--- config.mk ---
export PLATFORM = sky130hd
export DESIGN_NAME = tank_pos_rx
export DESIGN_NICKNAME = d
export VERILOG_FILES = /design/src/rtl/tank_link_pkg.sv /design/src/rtl/uart_byte_rx.sv /design/src/rtl/tank_pos_rx.sv
export SDC_FILE = /design/constraint.sdc
export NUM_CORES = 1
export LEC_CHECK = 0
export CAP_MARGIN = 20
export CELL_PAD_IN_SITES_DETAIL_PLACEMENT = 1
export CELL_PAD_IN_SITES_GLOBAL_PLACEMENT = 1
export CORE_ASPECT_RATIO = 1.1
export CORE_MARGIN = 2
export CORE_UTILIZATION = 45
export DETAILED_ROUTE_END_ITERATION = 10
export PLACE_DENSITY_LB_ADDON = 0.3
export RECOVER_POWER = 50
export SLEW_MARGIN = 20
export SYNTH_ARGS = -nofsm -noshare
export SYNTH_HDL_FRONTEND = slang
export SYNTH_SLANG_ARGS = --single-unit
--- constraint.sdc ---
create_clock -name clk -period 2.4 [get_ports clk]
set_input_delay 0.48 -clock clk [delete_from_list [all_inputs] [get_ports clk]]
set_output_delay 0.48 -clock clk [all_outputs]
set_load 0.05 [all_outputs]
--- src/rtl/tank_link_pkg.sv ---
// rtl/tank_link_pkg.sv - shared constants and state types for the tank-position link
package tank_link_pkg;

  localparam logic [7:0] HDR_BYTE = 8'hA5;
  localparam int         PKT_LEN  = 6;

  typedef enum logic [2:0] {P_HUNT, P_XH, P_XL, P_YH, P_YL, P_CHK} parse_state_t;

  typedef enum logic [1:0] {RX_IDLE, RX_START, RX_DATA, RX_STOP} rx_state_t;

endpackage

--- src/rtl/uart_byte_rx.sv ---
// rtl/uart_byte_rx.sv - 8N1 UART byte receiver with 16x oversampling
module uart_byte_rx
  import tank_link_pkg::*;
#(
  parameter int DVSR = 35
) (
  input  logic       clk,
  input  logic       rst,
  input  logic       rx,
  output logic       byte_valid,
  output logic [7:0] byte_data,
  output logic       frame_err
);

  localparam int TW = (DVSR > 1) ? $clog2(DVSR) : 1;

  logic          rx_meta_q, rx_sync_q;
  logic [TW-1:0] tick_cnt_q;
  logic          s_tick;

  rx_state_t     state_q, state_d;
  logic [3:0]    s_cnt_q, s_cnt_d;
  logic [2:0]    n_q, n_d;
  logic [7:0]    b_q, b_d;
  logic          valid_q, valid_d;
  logic          ferr_q, ferr_d;

  assign s_tick = (tick_cnt_q == TW'(DVSR - 1));

  always_ff @(posedge clk) begin
    if (rst) begin
      rx_meta_q  <= 1'b1;
      rx_sync_q  <= 1'b1;
      tick_cnt_q <= '0;
      state_q    <= RX_IDLE;
      s_cnt_q    <= '0;
      n_q        <= '0;
      b_q        <= '0;
      valid_q    <= 1'b0;
      ferr_q     <= 1'b0;
    end else begin
      rx_meta_q  <= rx;
      rx_sync_q  <= rx_meta_q;
      tick_cnt_q <= s_tick ? '0 : tick_cnt_q + 1'b1;
      state_q    <= state_d;
      s_cnt_q    <= s_cnt_d;
      n_q        <= n_d;
      b_q        <= b_d;
      valid_q    <= valid_d;
      ferr_q     <= ferr_d;
    end
  end

  // START waits half a bit so every later sample lands mid-bit
  always_comb begin
    state_d = state_q;
    s_cnt_d = s_cnt_q;
    n_d     = n_q;
    b_d     = b_q;
    valid_d = 1'b0;
    ferr_d  = 1'b0;
    case (state_q)
      RX_IDLE: begin
        if (!rx_sync_q) begin
          state_d = RX_START;
          s_cnt_d = '0;
        end
      end
      RX_START: begin
        if (s_tick) begin
          if (s_cnt_q == 4'd7) begin
            s_cnt_d = '0;
            n_d     = '0;
            state_d = rx_sync_q ? RX_IDLE : RX_DATA;
          end else begin
            s_cnt_d = s_cnt_q + 4'd1;
          end
        end
      end
      RX_DATA: begin
        if (s_tick) begin
          if (s_cnt_q == 4'd15) begin
            s_cnt_d = '0;
            b_d     = {rx_sync_q, b_q[7:1]};
            if (n_q == 3'd7) state_d = RX_STOP;
            else             n_d = n_q + 3'd1;
          end else begin
            s_cnt_d = s_cnt_q + 4'd1;
          end
        end
      end
      RX_STOP: begin
        if (s_tick) begin
          if (s_cnt_q == 4'd15) begin
            valid_d = rx_sync_q;
            ferr_d  = !rx_sync_q;
            state_d = RX_IDLE;
          end else begin
            s_cnt_d = s_cnt_q + 4'd1;
          end
        end
      end
      default: state_d = RX_IDLE;
    endcase
  end

  assign byte_valid = valid_q;
  assign byte_data  = b_q;
  assign frame_err  = ferr_q;

endmodule

--- src/rtl/tank_pos_rx.sv ---
// rtl/tank_pos_rx.sv - opponent tank position receiver: packet parser, timeout and link watchdog
module tank_pos_rx
  import tank_link_pkg::*;
#(
  parameter int CLK_HZ  = 65_000_000,
  parameter int BAUD    = 115200,
  parameter int BYTE_TO = 65_000,
  parameter int LINK_TO = 6_500_000
) (
  input  logic        clk,
  input  logic        rst,
  input  logic        rx,
  output logic [15:0] x_pos,
  output logic [15:0] y_pos,
  output logic        pos_valid,
  output logic        chk_err,
  output logic        frame_err,
  output logic        link_ok
);

  localparam int DVSR = CLK_HZ / (16 * BAUD);
  localparam int TOW  = $clog2(BYTE_TO + 1);
  localparam int LW   = $clog2(LINK_TO + 1);

  logic       byte_valid;
  logic [7:0] byte_data;

  uart_byte_rx #(.DVSR(DVSR)) u_byte_rx (
    .clk       (clk),
    .rst       (rst),
    .rx        (rx),
    .byte_valid(byte_valid),
    .byte_data (byte_data),
    .frame_err (frame_err)
  );

  parse_state_t ps_q, ps_d;
  logic [7:0]   acc_q, acc_d;
  logic [15:0]  x_sh_q, x_sh_d, y_sh_q, y_sh_d;
  logic [TOW-1:0] to_q, to_d;
  logic [15:0]  x_q, x_d, y_q, y_d;
  logic         pv_q, pv_d, ce_q, ce_d;
  logic [LW-1:0] wd_q, wd_d;
  logic         link_q, link_d;

  always_ff @(posedge clk) begin
    if (rst) begin
      ps_q   <= P_HUNT;
      acc_q  <= '0;
      x_sh_q <= '0;
      y_sh_q <= '0;
      to_q   <= '0;
      x_q    <= '0;
      y_q    <= '0;
      pv_q   <= 1'b0;
      ce_q   <= 1'b0;
      wd_q   <= '0;
      link_q <= 1'b0;
    end else begin
      ps_q   <= ps_d;
      acc_q  <= acc_d;
      x_sh_q <= x_sh_d;
      y_sh_q <= y_sh_d;
      to_q   <= to_d;
      x_q    <= x_d;
      y_q    <= y_d;
      pv_q   <= pv_d;
      ce_q   <= ce_d;
      wd_q   <= wd_d;
      link_q <= link_d;
    end
  end

  // A received byte takes priority over the inter-byte timeout
  always_comb begin
    ps_d   = ps_q;
    acc_d  = acc_q;
    x_sh_d = x_sh_q;
    y_sh_d = y_sh_q;
    to_d   = to_q;
    x_d    = x_q;
    y_d    = y_q;
    pv_d   = 1'b0;
    ce_d   = 1'b0;
    if (byte_valid) begin
      to_d = '0;
      case (ps_q)
        P_HUNT: begin
          if (byte_data == HDR_BYTE) begin
            ps_d  = P_XH;
            acc_d = '0;
          end
        end
        P_XH: begin
          x_sh_d[15:8] = byte_data;
          acc_d        = acc_q ^ byte_data;
          ps_d         = P_XL;
        end
        P_XL: begin
          x_sh_d[7:0] = byte_data;
          acc_d       = acc_q ^ byte_data;
          ps_d        = P_YH;
        end
        P_YH: begin
          y_sh_d[15:8] = byte_data;
          acc_d        = acc_q ^ byte_data;
          ps_d         = P_YL;
        end
        P_YL: begin
          y_sh_d[7:0] = byte_data;
          acc_d       = acc_q ^ byte_data;
          ps_d        = P_CHK;
        end
        P_CHK: begin
          if (byte_data == acc_q) begin
            x_d  = x_sh_q;
            y_d  = y_sh_q;
            pv_d = 1'b1;
          end else begin
            ce_d = 1'b1;
          end
          ps_d = P_HUNT;
        end
        default: ps_d = P_HUNT;
      endcase
    end else if (frame_err) begin
      ps_d = P_HUNT;
      to_d = '0;
    end else if (ps_q == P_HUNT) begin
      to_d = '0;
    end else if (to_q == TOW'(BYTE_TO)) begin
      ps_d = P_HUNT;
      to_d = '0;
    end else begin
      to_d = to_q + 1'b1;
    end
  end

  // Watchdog saturates so link_ok stays low until the next good packet
  always_comb begin
    wd_d   = wd_q;
    link_d = link_q;
    if (pv_d) begin
      wd_d   = '0;
      link_d = 1'b1;
    end else begin
      if (wd_q != LW'(LINK_TO)) wd_d = wd_q + 1'b1;
      if (wd_d == LW'(LINK_TO)) link_d = 1'b0;
    end
  end

  assign x_pos     = x_q;
  assign y_pos     = y_q;
  assign pos_valid = pv_q;
  assign chk_err   = ce_q;
  assign link_ok   = link_q;

endmodule

## After elaboration in Yosys (flattened, before gate mapping)

Cells that the tools add are included.

- Bits in registers: 144
- Latch bits: 0
- Bits in writable memories: 0
- Memory bits (read-only): 0
- Input port bits: 3
- Output and inout port bits: 36
- Word-level logic and storage cells: 127
- Memories: 0

- $add $sub $neg: 5
- Multipliers: 0
- Divide/modulo/power cells: 0
- Order comparisons: 0
- Equal/unequal tests: 30
- Shift-type cells: 0
- Muxes and demuxes: 40
- Bitwise logic cells: 6
- Reduce and logical (&&, ||, !) cells: 24

Operators by type and width:

| kind | count |
|---|---|
| $mux 23 | 2 |
| $mux 3 | 10 |
| $mux 4 | 7 |
| $add 23x1->23 const B | 1 |
| $eq 23x23->1 const B | 1 |
| $ne 23x23->1 const B | 1 |
| $mux 2 | 9 |
| $add 16x1->16 const B | 1 |
| $eq 16x16->1 const B | 1 |
| $pmux 4 s4 | 1 |
| $pmux 8 s2 | 1 |
| $pmux 3 s5 | 1 |
| $ne 2x1->1 const B | 7 |
| $reduce_and 3->1 | 4 |
| $eq 3x3->1 const B | 3 |
| $eq 8x8->1 | 1 |
| $eq 8x8->1 const B | 1 |
| $mux 8 | 1 |
| $ne 2x2->1 const B | 4 |
| $pmux 2 s4 | 1 |
| $reduce_and 2->1 | 4 |
| $reduce_and 8->1 | 1 |
| $reduce_or 4->1 | 2 |
| $xor 8x8->8 | 1 |
| 25 further kinds | 39 |

## Depth between registers and ports, before layout

- Word-level depth: 8
- Mapped depth: 9
- Depth with buffers taken out: 8

## By module

From an unflattened synthesis, not the netlist that was laid out.

- Cells, all modules: 681
- Area, all modules: 6,137.1 um^2

By module, submodules not included:

| module | times used | cells an instance | area an instance (um^2) | sequential area each (um^2) |
|---|---|---|---|---|
| tank_pos_rx | 1 | 558 | 4,931.0 | 2,342.2 |
| uart_byte_rx | 1 | 123 | 1,206.2 | 540.5 |

## Worst setup path before layout

OpenSTA, ideal clock, no wires.

- Kind: reg2reg
- Start: reg wd_q[14]
- End: reg link_q (netlist: link_ok)
- Library setup time: 0.122 ns
- Data arrival time: 2.023 ns
- Required time: 2.278 ns
- Slack: 0.255 ns
- Cell stages (with the launch flop): 9
- Path buffers: 1
- Clock period less this slack: 2.145 ns
- Cell sequence: dfxtp_1 -> buf_6 -> and4bb_1 -> nand4_2 -> nor4_4 -> mux2i_1 -> or4b_4 -> nor4_2 -> a21oi_1

- Longest elaborated chain between the ends: 5
- Elaborated cells between the ends (all ways): 6
- Classes of those cells: add/sub: 1; eq/ne: 2; mux: 2; reduce/logical: 1

RTL lines:

| element | RTL line | source |
|---|---|---|
| start, declared | tank_pos_rx.sv:43 | `logic [LW-1:0] wd_q, wd_d;` |
| start signal, assigned | tank_pos_rx.sv:69 | `wd_q <= wd_d;` |
| $add 23x1->23 or $ne 23x23->1 (tied branches) | tank_pos_rx.sv:147 | `if (wd_q != LW'(LINK_TO)) wd_d = wd_q + 1'b1;` |
| $mux 23 (*) | tank_pos_rx.sv:147 |  |
| $mux 23 (*) | tank_pos_rx.sv:143 | `if (pv_d) begin` |
| $eq 23x23->1 (*) | tank_pos_rx.sv:148 | `if (wd_d == LW'(LINK_TO)) link_d = 1'b0;` |
| $reduce_bool 2->1 (no source line) (*) | -- |  |
| end signal, assigned | tank_pos_rx.sv:70 | `link_q <= link_d;` |
| end, declared | tank_pos_rx.sv:44 | `logic link_q, link_d;` |

Mark *: on every way between the ends. The rest lies on a longest branch, timed or not. The select of a mux whose other input is x is not followed.
A chain may end at the register's enable or synchronous reset.

## Worst setup path in the final report

- Start: reg wd_q[6]
- End: reg link_q (netlist: link_ok)

Same word-level chain as after synthesis.

==> reports/qor.yml <==
timing:
  hold_violations: 0
  fin_crit_ns: 2.25
  skew_ns: 0.00775
  worst_slew_pin_slew_ns: 0.840
  fin_crit_sh: 0.938
  setup_viol: 0
  finalSetupTns_ns: 0
  max_freq_mhz: 444
  drv_slew: 0
  holdWs_ns: 0.414
  slew_headroom: 0.438
power_and_ir_drop:
  cellLeakagePower_nw: 2.63
  ir_worst_vdd_uv: 398
  cellPowerDensity_nw_per_um2: 732
global_routing:
  gr-usage-all-layers: 0.230
  grt_pass1_wl_um: 26600
  antenna_found_initial: 0
  grt_max_degree: 36
  grt-ovfl-total: 0
  first_global_vias: 5484
floorplanning:
  die_y_um: 126
  fp-row-count: 44
  core_um2: 13200
  dieArea_um2: 14500
  die_w_um: 115
  ios: 39
  start_util: 0.461
finish:
  diodes: 0
  syn_to_final_growth_pct: 20.3
  nets: 748
  fin_cells: 910
  nFillCells: 1536
  final_area_um2: 7340
  drive_gt1_frac: 0.107
  final_core_util: 0.555
worst_setup_path:
  slowest_stage: "or4b_4"
  crit_required_ns: 2.71
  cp-end-kind: "flop"
  critical_path.cell_chain: "and4bb_2 > nand3_1 > nor4_4 > mux2i_1 > or4b_4 > nor4_2 > a21oi_1"
  crit_type: "reg2reg"
  slowest_delay_ns: 0.53
  crit_start: "wd_q[6]"
  r2r_start: "wd_q[6]"
  startpoint_type: "flop"
  crit_arrival_ns: 2.56
  path_max_fanout: 4
yosys:
  synth_top_flop_cell: "dfxtp_1"
  yosysSeqAreaShare: 0.473
  yosys_register_bits: 144
  async_flop_share: 0
  synth_area_per_cell_um2: 8.77
  synth_area_um2: 6100
  yosys.cell_types.count: 58
  syn_nets: 707
  synth_edf_count: 0
  syn_inst: 695
  yosysWarnings: 0
placement:
  place.gp.congestion: 0.869
  placed_cell_area_um2: 6680
  placed_cells: 876
  place_hpwl_um: 10400
  io_buffers: 38
drt:
  drtIter0Drc: 282
  vias: 5098
  via_per_inst: 5.60
  drc: 0
  drt_pass1_iterations: 5
  routed_wl_um: 15700
  drtAntennaViolNets: 0
  wl_per_cell_um: 17.2
clocking:
  cts.sinks: 144
  htreeDepth: 4
  cts_max_path_buffers: 2
  cts.hold.buffers_added: 0
  cts_buffers: 17
  cts_tree: "done"
  clk_pin_slew_ns: 0.06
  cts_root_buffer: "clkbuf_16"
  clock_latency_ns: 0.42
flow_run:
  maxCapViolCount: 0
worst_hold_path:
  hp-class: "reg2reg"
  worst_hold_startpoint: "u_byte_rx.rx_meta_q"
outcome:
  status: "completed"
## worst paths after layout
path | to | slack, ns | cells after the start
hold / removal | u_byte_rx.rx_sync_q | 0.41 | 1
setup reg to reg | link_ok | 0.15 | 7
setup / recovery | link_ok | 0.15 | 7
hold reg to reg | u_byte_rx.rx_sync_q | 0.41 | 1
## critical path, delay by kind of cell, from the launching register on
| kind | cells | cell delay (ns) |
|---|---|---|
| muxes | 1 | 0.14 |
| AOI/OAI and AO/OA | 1 | 0.10 |
| DFF | 1 | 0.34 |
| and+or+nand+nor | 5 | 1.57 |
## logic make-up after synthesis
family,share of synthesized area
simple gates,0.245
flops,0.473
compound gates,0.133
buf+inv,0.0427
xor+xnor,0.0661
mux,0.0216
fa+ha+maj,0.0185
## final cells by class
type | count | area (um2) | share of cell area
flip-flops and latches | 144 | 2890 | 0.394
clock inverters | 11 | 176 | 0.0240
repair buffers | 68 | 582 | 0.0793
clock buffers | 21 | 460 | 0.0628
multi-input cells | 493 | 2980 | 0.407
well taps | 161 | 201 | 0.0275
inverters | 12 | 45.0 | 0.00614
## routing by layer
metal,track usage,vias to the layer above,wire [um],share of wire
met5,0,-,0,0
li1,-,2482,-,-
met1,0.272,2498,6750,0.43
met2,0.404,91,8110,0.52
met3,0.0486,27,520,0.033
met4,0.0872,0,305,0.019
## sequential cells by signal (all words and copies together), names as in the netlist, 6 cells and up, named ones only
name	cells
u_byte_rx.tick_cnt_q	6
x_sh_q	16
wd_q	23
u_byte_rx.byte_data	8
acc_q	8
y_sh_q	16
x_pos	16
y_pos	16
to_q	16
## timing repair
item                                    in CTS  in global routing
buffers inserted                             0                  2
endpoints found under the setup margin       0                  1
resized for setup                            0                  9
## placed cells by master, fill, tap and decap left out, types with 3 or more instances in the layout
cell	netlist	layout
dfxtp_1	144	140
nand2_1	95	95
nor2_1	81	79
a21oi_1	57	57
clkdlybuf4s50_1	0	36
a22o_1	32	32
nand3_1	30	30
xnor2_1	27	27
buf_4	2	25
xor2_1	19	19
clkbuf_16	0	17
o21ai_0	14	14
nand3b_1	14	14
nor3_1	14	14
nand4_1	12	12
inv_1	12	12
mux2i_1	12	12
and3_1	9	9
ha_1	9	9
or3_1	7	7
clkbuf_1	39	7
a31oi_1	4	4
nand2b_1	4	4
bufinv_16	0	4
dfxtp_2	0	4
nor4_1	3	3
nor3b_1	4	3
or2_2	3	3
nor4bb_1	3	3
nor2b_1	3	3
inv_6	0	3
## where the power goes
part / internal, mW / switching [mW]
Clock: 1.81 / 1.05
Combinational: 0.0313 / 0.0657
Sequential: 2.40 / 0.0152
Total: 4.24 / 1.13
## cell usage after synthesis (2+ instances only)
master | number | area [um2]
a22o_1 | 32 | 280
nor3_1 | 14 | 70.1
nor2b_1 | 3 | 18.8
a21oi_1 | 57 | 285
or3_1 | 7 | 43.8
o21ai_0 | 14 | 70.1
xnor2_1 | 27 | 236
and4_1 | 2 | 17.5
dfxtp_1 | 144 | 2880
nand3_1 | 30 | 150
clkbuf_8 | 2 | 27.5
a311oi_1 | 2 | 17.5
nand3b_1 | 14 | 105
or2_2 | 3 | 18.8
nor2_1 | 81 | 304
and3_2 | 2 | 15.0
a31o_2 | 2 | 17.5
nand4_1 | 12 | 75.1
xor2_1 | 19 | 166
clkbuf_1 | 39 | 146
a31oi_1 | 4 | 25.0
nand2_1 | 95 | 357
nor4_1 | 3 | 18.8
nor4b_1 | 2 | 17.5
nor4bb_1 | 3 | 30.0
inv_1 | 12 | 45.0
nand2b_1 | 4 | 25.0
nor4_2 | 3 | 37.5
buf_4 | 2 | 15.0
o31ai_1 | 3 | 22.5
nor3b_1 | 4 | 30.0
mux2i_1 | 12 | 120
and3_1 | 9 | 56.3
ha_1 | 9 | 113
## through the flow
step | total power, mW | setup WS, ns
4_1_cts | 5.41 | 0.0752
2_1_floorplan | 2.54 | 0.255
5_1_grt | 5.54 | -0.0392
6_report | 5.37 | 0.148
3_3_place_gp | 2.56 | 0.176
3_5_place_dp | 2.57 | 0.101
No activity file was read; power rests on OpenSTA's default activity.
